### src/rtl/mem_arbiter.sv
// Arbitrates icache/dcache requests onto a single backing-memory port, one transaction at a time.
// Latency: grant -> resp_valid is 3 cycles for a read, 2 cycles for a write, both with zero-wait memory.
// Backpressure: req_ready is offered only in IDLE; mem_req_* is held until mem_req_ready; nothing is buffered.
module mem_arbiter #(
    parameter int STARVE_LIMIT = 4
) (
    input  logic        clk,
    input  logic        reset,
    input  logic        ic_req_valid,
    input  logic [31:0] ic_req_addr,
    output logic        ic_req_ready,
    output logic        ic_resp_valid,
    output logic [31:0] ic_resp_data,
    input  logic        dc_req_valid,
    input  logic        dc_req_rw,
    input  logic [31:0] dc_req_addr,
    input  logic [31:0] dc_req_wdata,
    input  logic [3:0]  dc_req_wmask,
    output logic        dc_req_ready,
    output logic        dc_resp_valid,
    output logic [31:0] dc_resp_data,
    output logic        mem_req_valid,
    input  logic        mem_req_ready,
    output logic        mem_req_rw,
    output logic [31:0] mem_req_addr,
    output logic [31:0] mem_req_wdata,
    output logic [3:0]  mem_req_wmask,
    input  logic        mem_resp_valid,
    input  logic [31:0] mem_resp_data,
    output logic        busy,
    output logic        grant_dc
);

    typedef enum logic [1:0] {
        IDLE  = 2'd0,
        ISSUE = 2'd1,
        RESP  = 2'd2
    } state_t;

    localparam int CW = (STARVE_LIMIT < 1) ? 1 : $clog2(STARVE_LIMIT + 1);
    localparam logic [CW-1:0] LIMIT_C = CW'(STARVE_LIMIT);

    state_t        state_q, state_d;
    logic [CW-1:0] starve_cnt_q, starve_cnt_d;
    logic          grant_dc_q, grant_dc_d;
    logic          req_rw_q, req_rw_d;
    logic [31:0]   req_addr_q, req_addr_d;
    logic [31:0]   req_wdata_q, req_wdata_d;
    logic [3:0]    req_wmask_q, req_wmask_d;
    logic          ic_resp_valid_q, ic_resp_valid_d;
    logic [31:0]   ic_resp_data_q, ic_resp_data_d;
    logic          dc_resp_valid_q, dc_resp_valid_d;
    logic [31:0]   dc_resp_data_q, dc_resp_data_d;

    logic starve_hit;
    logic dc_win;
    logic ic_win;

    // Winner selection: dcache has priority until icache has watched STARVE_LIMIT dcache grants go by.
    always_comb begin
        starve_hit   = (starve_cnt_q == LIMIT_C);
        dc_win       = dc_req_valid && !(ic_req_valid && starve_hit);
        ic_win       = ic_req_valid && !dc_win;
        ic_req_ready = (state_q == IDLE) && ic_win;
        dc_req_ready = (state_q == IDLE) && dc_win;
    end

    // Starvation counter: counts dcache grants taken while icache waits, saturating at the limit.
    always_comb begin
        starve_cnt_d = starve_cnt_q;
        if (!ic_req_valid || ic_req_ready) begin
            starve_cnt_d = '0;
        end else if (dc_req_ready && !starve_hit) begin
            starve_cnt_d = starve_cnt_q + CW'(1);
        end
    end

    // Transaction FSM: latch the winner's payload, hold it to memory, then route the completion back.
    always_comb begin
        state_d         = state_q;
        grant_dc_d      = grant_dc_q;
        req_rw_d        = req_rw_q;
        req_addr_d      = req_addr_q;
        req_wdata_d     = req_wdata_q;
        req_wmask_d     = req_wmask_q;
        ic_resp_valid_d = 1'b0;
        ic_resp_data_d  = ic_resp_data_q;
        dc_resp_valid_d = 1'b0;
        dc_resp_data_d  = dc_resp_data_q;
        case (state_q)
            IDLE: begin
                if (dc_req_ready) begin
                    state_d     = ISSUE;
                    grant_dc_d  = 1'b1;
                    req_rw_d    = dc_req_rw;
                    req_addr_d  = dc_req_addr;
                    req_wdata_d = dc_req_wdata;
                    req_wmask_d = dc_req_wmask;
                end else if (ic_req_ready) begin
                    state_d     = ISSUE;
                    grant_dc_d  = 1'b0;
                    req_rw_d    = 1'b0;
                    req_addr_d  = ic_req_addr;
                    req_wdata_d = '0;
                    req_wmask_d = '0;
                end
            end
            ISSUE: begin
                if (mem_req_ready) begin
                    if (req_rw_q) begin
                        // Writes complete on acceptance; only dcache can issue them.
                        state_d         = IDLE;
                        dc_resp_valid_d = 1'b1;
                        dc_resp_data_d  = '0;
                    end else begin
                        state_d = RESP;
                    end
                end
            end
            RESP: begin
                if (mem_resp_valid) begin
                    state_d = IDLE;
                    if (grant_dc_q) begin
                        dc_resp_valid_d = 1'b1;
                        dc_resp_data_d  = mem_resp_data;
                    end else begin
                        ic_resp_valid_d = 1'b1;
                        ic_resp_data_d  = mem_resp_data;
                    end
                end
            end
            default: state_d = IDLE;
        endcase
    end

    // State and datapath registers; reset drops any in-flight transaction silently.
    always_ff @(posedge clk) begin
        if (reset) begin
            state_q         <= IDLE;
            starve_cnt_q    <= '0;
            grant_dc_q      <= 1'b0;
            req_rw_q        <= 1'b0;
            req_addr_q      <= '0;
            req_wdata_q     <= '0;
            req_wmask_q     <= '0;
            ic_resp_valid_q <= 1'b0;
            ic_resp_data_q  <= '0;
            dc_resp_valid_q <= 1'b0;
            dc_resp_data_q  <= '0;
        end else begin
            state_q         <= state_d;
            starve_cnt_q    <= starve_cnt_d;
            grant_dc_q      <= grant_dc_d;
            req_rw_q        <= req_rw_d;
            req_addr_q      <= req_addr_d;
            req_wdata_q     <= req_wdata_d;
            req_wmask_q     <= req_wmask_d;
            ic_resp_valid_q <= ic_resp_valid_d;
            ic_resp_data_q  <= ic_resp_data_d;
            dc_resp_valid_q <= dc_resp_valid_d;
            dc_resp_data_q  <= dc_resp_data_d;
        end
    end

    assign mem_req_valid = (state_q == ISSUE);
    assign mem_req_rw    = req_rw_q;
    assign mem_req_addr  = req_addr_q;
    assign mem_req_wdata = req_wdata_q;
    assign mem_req_wmask = req_wmask_q;
    assign busy          = (state_q != IDLE);
    assign grant_dc      = grant_dc_q;
    assign ic_resp_valid = ic_resp_valid_q;
    assign ic_resp_data  = ic_resp_data_q;
    assign dc_resp_valid = dc_resp_valid_q;
    assign dc_resp_data  = dc_resp_data_q;

endmodule

### config.mk
export PLATFORM = sky130hd
export DESIGN_NAME = mem_arbiter
export DESIGN_NICKNAME = d
export VERILOG_FILES = /design/src/rtl/mem_arbiter.sv
export SDC_FILE = /design/constraint.sdc
export NUM_CORES = 1
export LEC_CHECK = 0
export CAP_MARGIN = 20
export CORE_MARGIN = 2
export CORE_UTILIZATION = 37
export DETAILED_ROUTE_END_ITERATION = 7
export PLACE_DENSITY = 0.77
export SYNTH_ARGS = -nofsm -noshare
export SYNTH_HDL_FRONTEND = slang
export SYNTH_SLANG_ARGS = --single-unit
### constraint.sdc
create_clock -name clk -period 1.6 [get_ports clk]
set_input_delay 0.32 -clock clk [delete_from_list [all_inputs] [get_ports clk]]
set_output_delay 0.32 -clock clk [all_outputs]
set_load 0.005 [all_outputs]
==> impl_metrics.csv <==
group,metric,value,unit
floorplan,rows,45,
sta,rsz0062_at_grt,"true",
global_route,grt_pass1_wl,30740,µm
logic_synthesis,synth_top_area_share,48.32,%
floorplan,io_pins,279,
hold_path,worstHoldPathType,"in -> reg",
critical_path,cp_slowest_cell,"dfxtp_2",
critical_path,worstPathRequired,1.28,ns
outcome,status,"complete, but fails checks",
critical_path,cp_top_family,"flip-flops",
critical_path,crit_buf_inv,2,
global_route,grt_max_degree,71,
detailed_routing,dr.first_iter.drc_count,431,
sta,drv_slew,0,
floorplan,die_w,129.7,µm
detailed_routing,avgViaCountPerCell,5.358,
layout,n_antenna_cell,0,
sta,tightest_slew,0.3539,ns
critical_path,crit_type,"reg -> out",
run,drv_cap,0,
sta,min_period_over_period,104.6,%
critical_path,slowest_delay,0.33,ns
global_route,track_usage,23.03,%
clock_network,cts_made_buffers,17,
floorplan,die_area,0.01681,mm²
logic_synthesis,ys_warn_count,0,
clock_network,cts_tree,"done",
sta,setup_slack,-0.07302,ns
sta,hold_ws,0.2202,ns
outcome,violations,"negative setup slack",
critical_path,rrSetupSlack,-0.05,ns
pwr,power-per-cell-area,1209,mW/mm²
critical_path,crit_arrival,1.35,ns
critical_path,r2r_end,"mem_req_addr[18]$_SDFFE_PP0P_",
placed_design,hpwl,13020,µm
detailed_routing,ant_nets,0,
hold_path,whs_path_depth,2,
clock_network,hold_buffers,0,
layout,stdcell_count,1174,
layout,fillers,1213,
logic_synthesis,yosysSeqAreaShare,48.32,%
global_route,antenna_found_initial,0,
clock_network,h-tree-depth,4,
floorplan,fp.dieH,129.7,µm
floorplan,start_util,38.15,%
detailed_routing,wl_per_cell,18.47,µm
critical_path,crit_path_max_fanout,3,
logic_synthesis,synth_seq_cells,141,
detailed_routing,dr_total_vias,6290,
critical_path,worst_setup_path_end_kind,"output pin",
sta,max_freq,597.7,MHz
critical_path,crit_chain,"inv_2, ha_4, and3_4, nor2_4, buf_6",
pwr,ir_drop,788.6,µV
logic_synthesis,synth_area,0.005842,mm²
sta,setup_violations,22,
clock_network,clk_pin_slew,0.06,ns
clock_network,clock_latency,0.42,ns
clock_network,clockBufferDepth,2,
placed_design,dp_slack,-0.4344,ns
pwr,p_leak,4.928,nW
clock_network,numClockSinks,141,
detailed_routing,first_pass_iters,5,
layout,areaGrowthSynthToFinish,78.80,%
sta,slew_headroom,76.40,%
sta,fin_crit,1.673,ns
clock_network,root_buffer,"clkbuf_16",
detailed_routing,drt-total-wl,21680,µm
critical_path,start_kind,"flip-flop",
critical_path,r2r_start,"starve_cnt_q[0]$_SDFFE_PP0P_",
logic_synthesis,avgSynthCellArea,8.878,µm²
logic_synthesis,post-synth-top-area-cell,"dfxtp_1",
logic_synthesis,synth.distinct_cells,37,
logic_synthesis,netlist_instances,658,
logic_synthesis,synth_top_cells_by_area,"dfxtp_1 48%, a311oi_2 6.9%, a21oi_1 5.8%",
critical_path,reg2regPathDepth,9,
layout,fin_nets,1094,
placed_design,dpl_cell_area,0.009074,mm²
layout,drive_gt1_share,22.22,%
logic_synthesis,syn_nets,802,
layout,design_area,0.01045,mm²
placed_design,place.gp.congestion,0.8430,
floorplan,core,0.01531,mm²
placed_design,placed_cells,1125,
hold_path,worst_hold_path.endpoint,"state_q[0]$_SDFFE_PP0P_",
sta,finalHoldViolations,0,
global_route,grt_overflow,0,
hold_path,min-delay-start,"reset",
placed_design,port_buffers,278,
detailed_routing,drc,0,
sta,fin_skew,0.004310,ns
global_route,grt_pass1_vias,5935,
-- cells by family after synthesis --
| kind of cell | count (synthesis) | synth area share [%] |
|---|---|---|
| buffers and inverters | 76 | 6.425 |
| muxes | 1 | 0.1713 |
| AOI/OAI and AO/OA | 212 | 27.39 |
| and+or+nand+nor | 223 | 16.62 |
| DFF | 141 | 48.32 |
| adders and majority gates | 5 | 1.071 |
-- sequential cells by signal, indices dropped and copies added, names as in the netlist --
| register | cells |
|---|---|
| dc_resp_data | 32 |
| dc_resp_valid | 1 |
| grant_dc | 1 |
| ic_resp_data | 32 |
| ic_resp_valid | 1 |
| mem_req_addr | 32 |
| mem_req_rw | 1 |
| mem_req_wdata | 32 |
| mem_req_wmask | 4 |
| starve_cnt_q | 3 |
| state_q | 2 |
-- area by class of cell --
cell class | instances | area, µm² | area share [%]
repair buffers | 344 | 3700 | 35.42
well taps | 211 | 264.0 | 2.528
clock inverters | 14 | 145.1 | 1.390
inverters | 5 | 21.27 | 0.2036
multi-input cells | 441 | 3033 | 29.04
flip-flops and latches | 141 | 2843 | 27.22
clock buffers | 18 | 439.2 | 4.205
-- routing by layer --
layer / up-vias / GRT usage [%] / routed length (µm)
met1: 2957 / 28.85 / 8983
met2: 276 / 37.02 / 10270
met3: 69 / 5.698 / 1455
li1: 2988 / - / -
met5: - / 0 / 0
met4: 0 / 11.45 / 968
-- cell usage in the layout (no fill, tap or decap), drive strengths merged, types with 25 or more instances in the layout --
cell type	count
a21oi	68
o31ai	33
clkbuf	25
nor2	74
a32oi	37
dfxtp	141
nand2	68
buf	64
dlymetal6s2s	57
dlygate4sd2	68
nand3	67
o21ai	34
clkdlybuf4s50	148
a311oi	32
-- power breakdown --
part	internal, mW	switching [mW]	leakage [nW]
Sequential	3.95	0.232	1.16
Clock	2.34	1.60	0.290
Combinational	2.20	2.30	3.48
-- timing repair --
action,CTS,global route
gates cloned,0,11
resized for setup,114,132
pin swaps,5,44
endpoints found under the setup margin,150,193
buffers inserted,1,6
-- Yosys cell counts --
| cell | n |
|---|---|
| o21a_1 | 1 |
| nor3b_1 | 2 |
| and3_1 | 2 |
| a31oi_1 | 1 |
| buf_2 | 37 |
| a211oi_1 | 1 |
| mux2i_1 | 1 |
| dfxtp_1 | 141 |
| and3b_1 | 1 |
| buf_1 | 3 |
| and2_1 | 1 |
| nand2b_1 | 2 |
| clkbuf_2 | 2 |
| clkbuf_1 | 22 |
| a311oi_2 | 27 |
| buf_4 | 3 |
| or3_1 | 1 |
| nand3_2 | 1 |
| o21ai_1 | 11 |
| o21ai_0 | 23 |
| nand3b_1 | 2 |
| or3b_1 | 1 |
| a311oi_1 | 5 |
| buf_6 | 4 |
| nor2b_1 | 2 |
| a32oi_1 | 37 |
| nor2_1 | 74 |
| nand2_1 | 68 |
| a21bo_2 | 1 |
| a22oi_1 | 1 |
| inv_1 | 5 |
| a21oi_1 | 68 |
| o31ai_1 | 33 |
| nand3_1 | 66 |
| a21boi_1 | 1 |
| ha_1 | 5 |
| a21boi_2 | 2 |
-- how the worst max path moves through the flow --
stage | start | to | slack [ns] | cells past startpoint
global route | starve_cnt_q[0]$_SDFFE_PP0P_ | mem_req_addr[14]$_SDFFE_PP0P_ | -0.15 | 6
CTS | starve_cnt_q[1]$_SDFFE_PP0P_ | dc_req_ready | -0.13 | 5
global placement | ic_req_valid | dc_req_ready | -0.46 | 4
floorplan | state_q[0]$_SDFFE_PP0P_ | mem_req_wmask[1]$_SDFFE_PP0P_ | 0.11 | 8
finish | starve_cnt_q[0]$_SDFFE_PP0P_ | dc_req_ready | -0.07 | 5
detailed placement | ic_req_valid | dc_req_ready | -0.43 | 4
-- stage by stage --
stage	utilization (%)	total power [mW]	setup TNS [ns]
final	68.20	12.62	-0.7321
after floorplan	-	6.249	0
after global routing	68.20	13.22	-3.991
after CTS	63.01	12.23	-0.1771
after detailed placement	59.25	8.379	-19.80
after global placement	59.25	8.301	-15.83
Note: power is estimated with default switching activity, not from simulation.
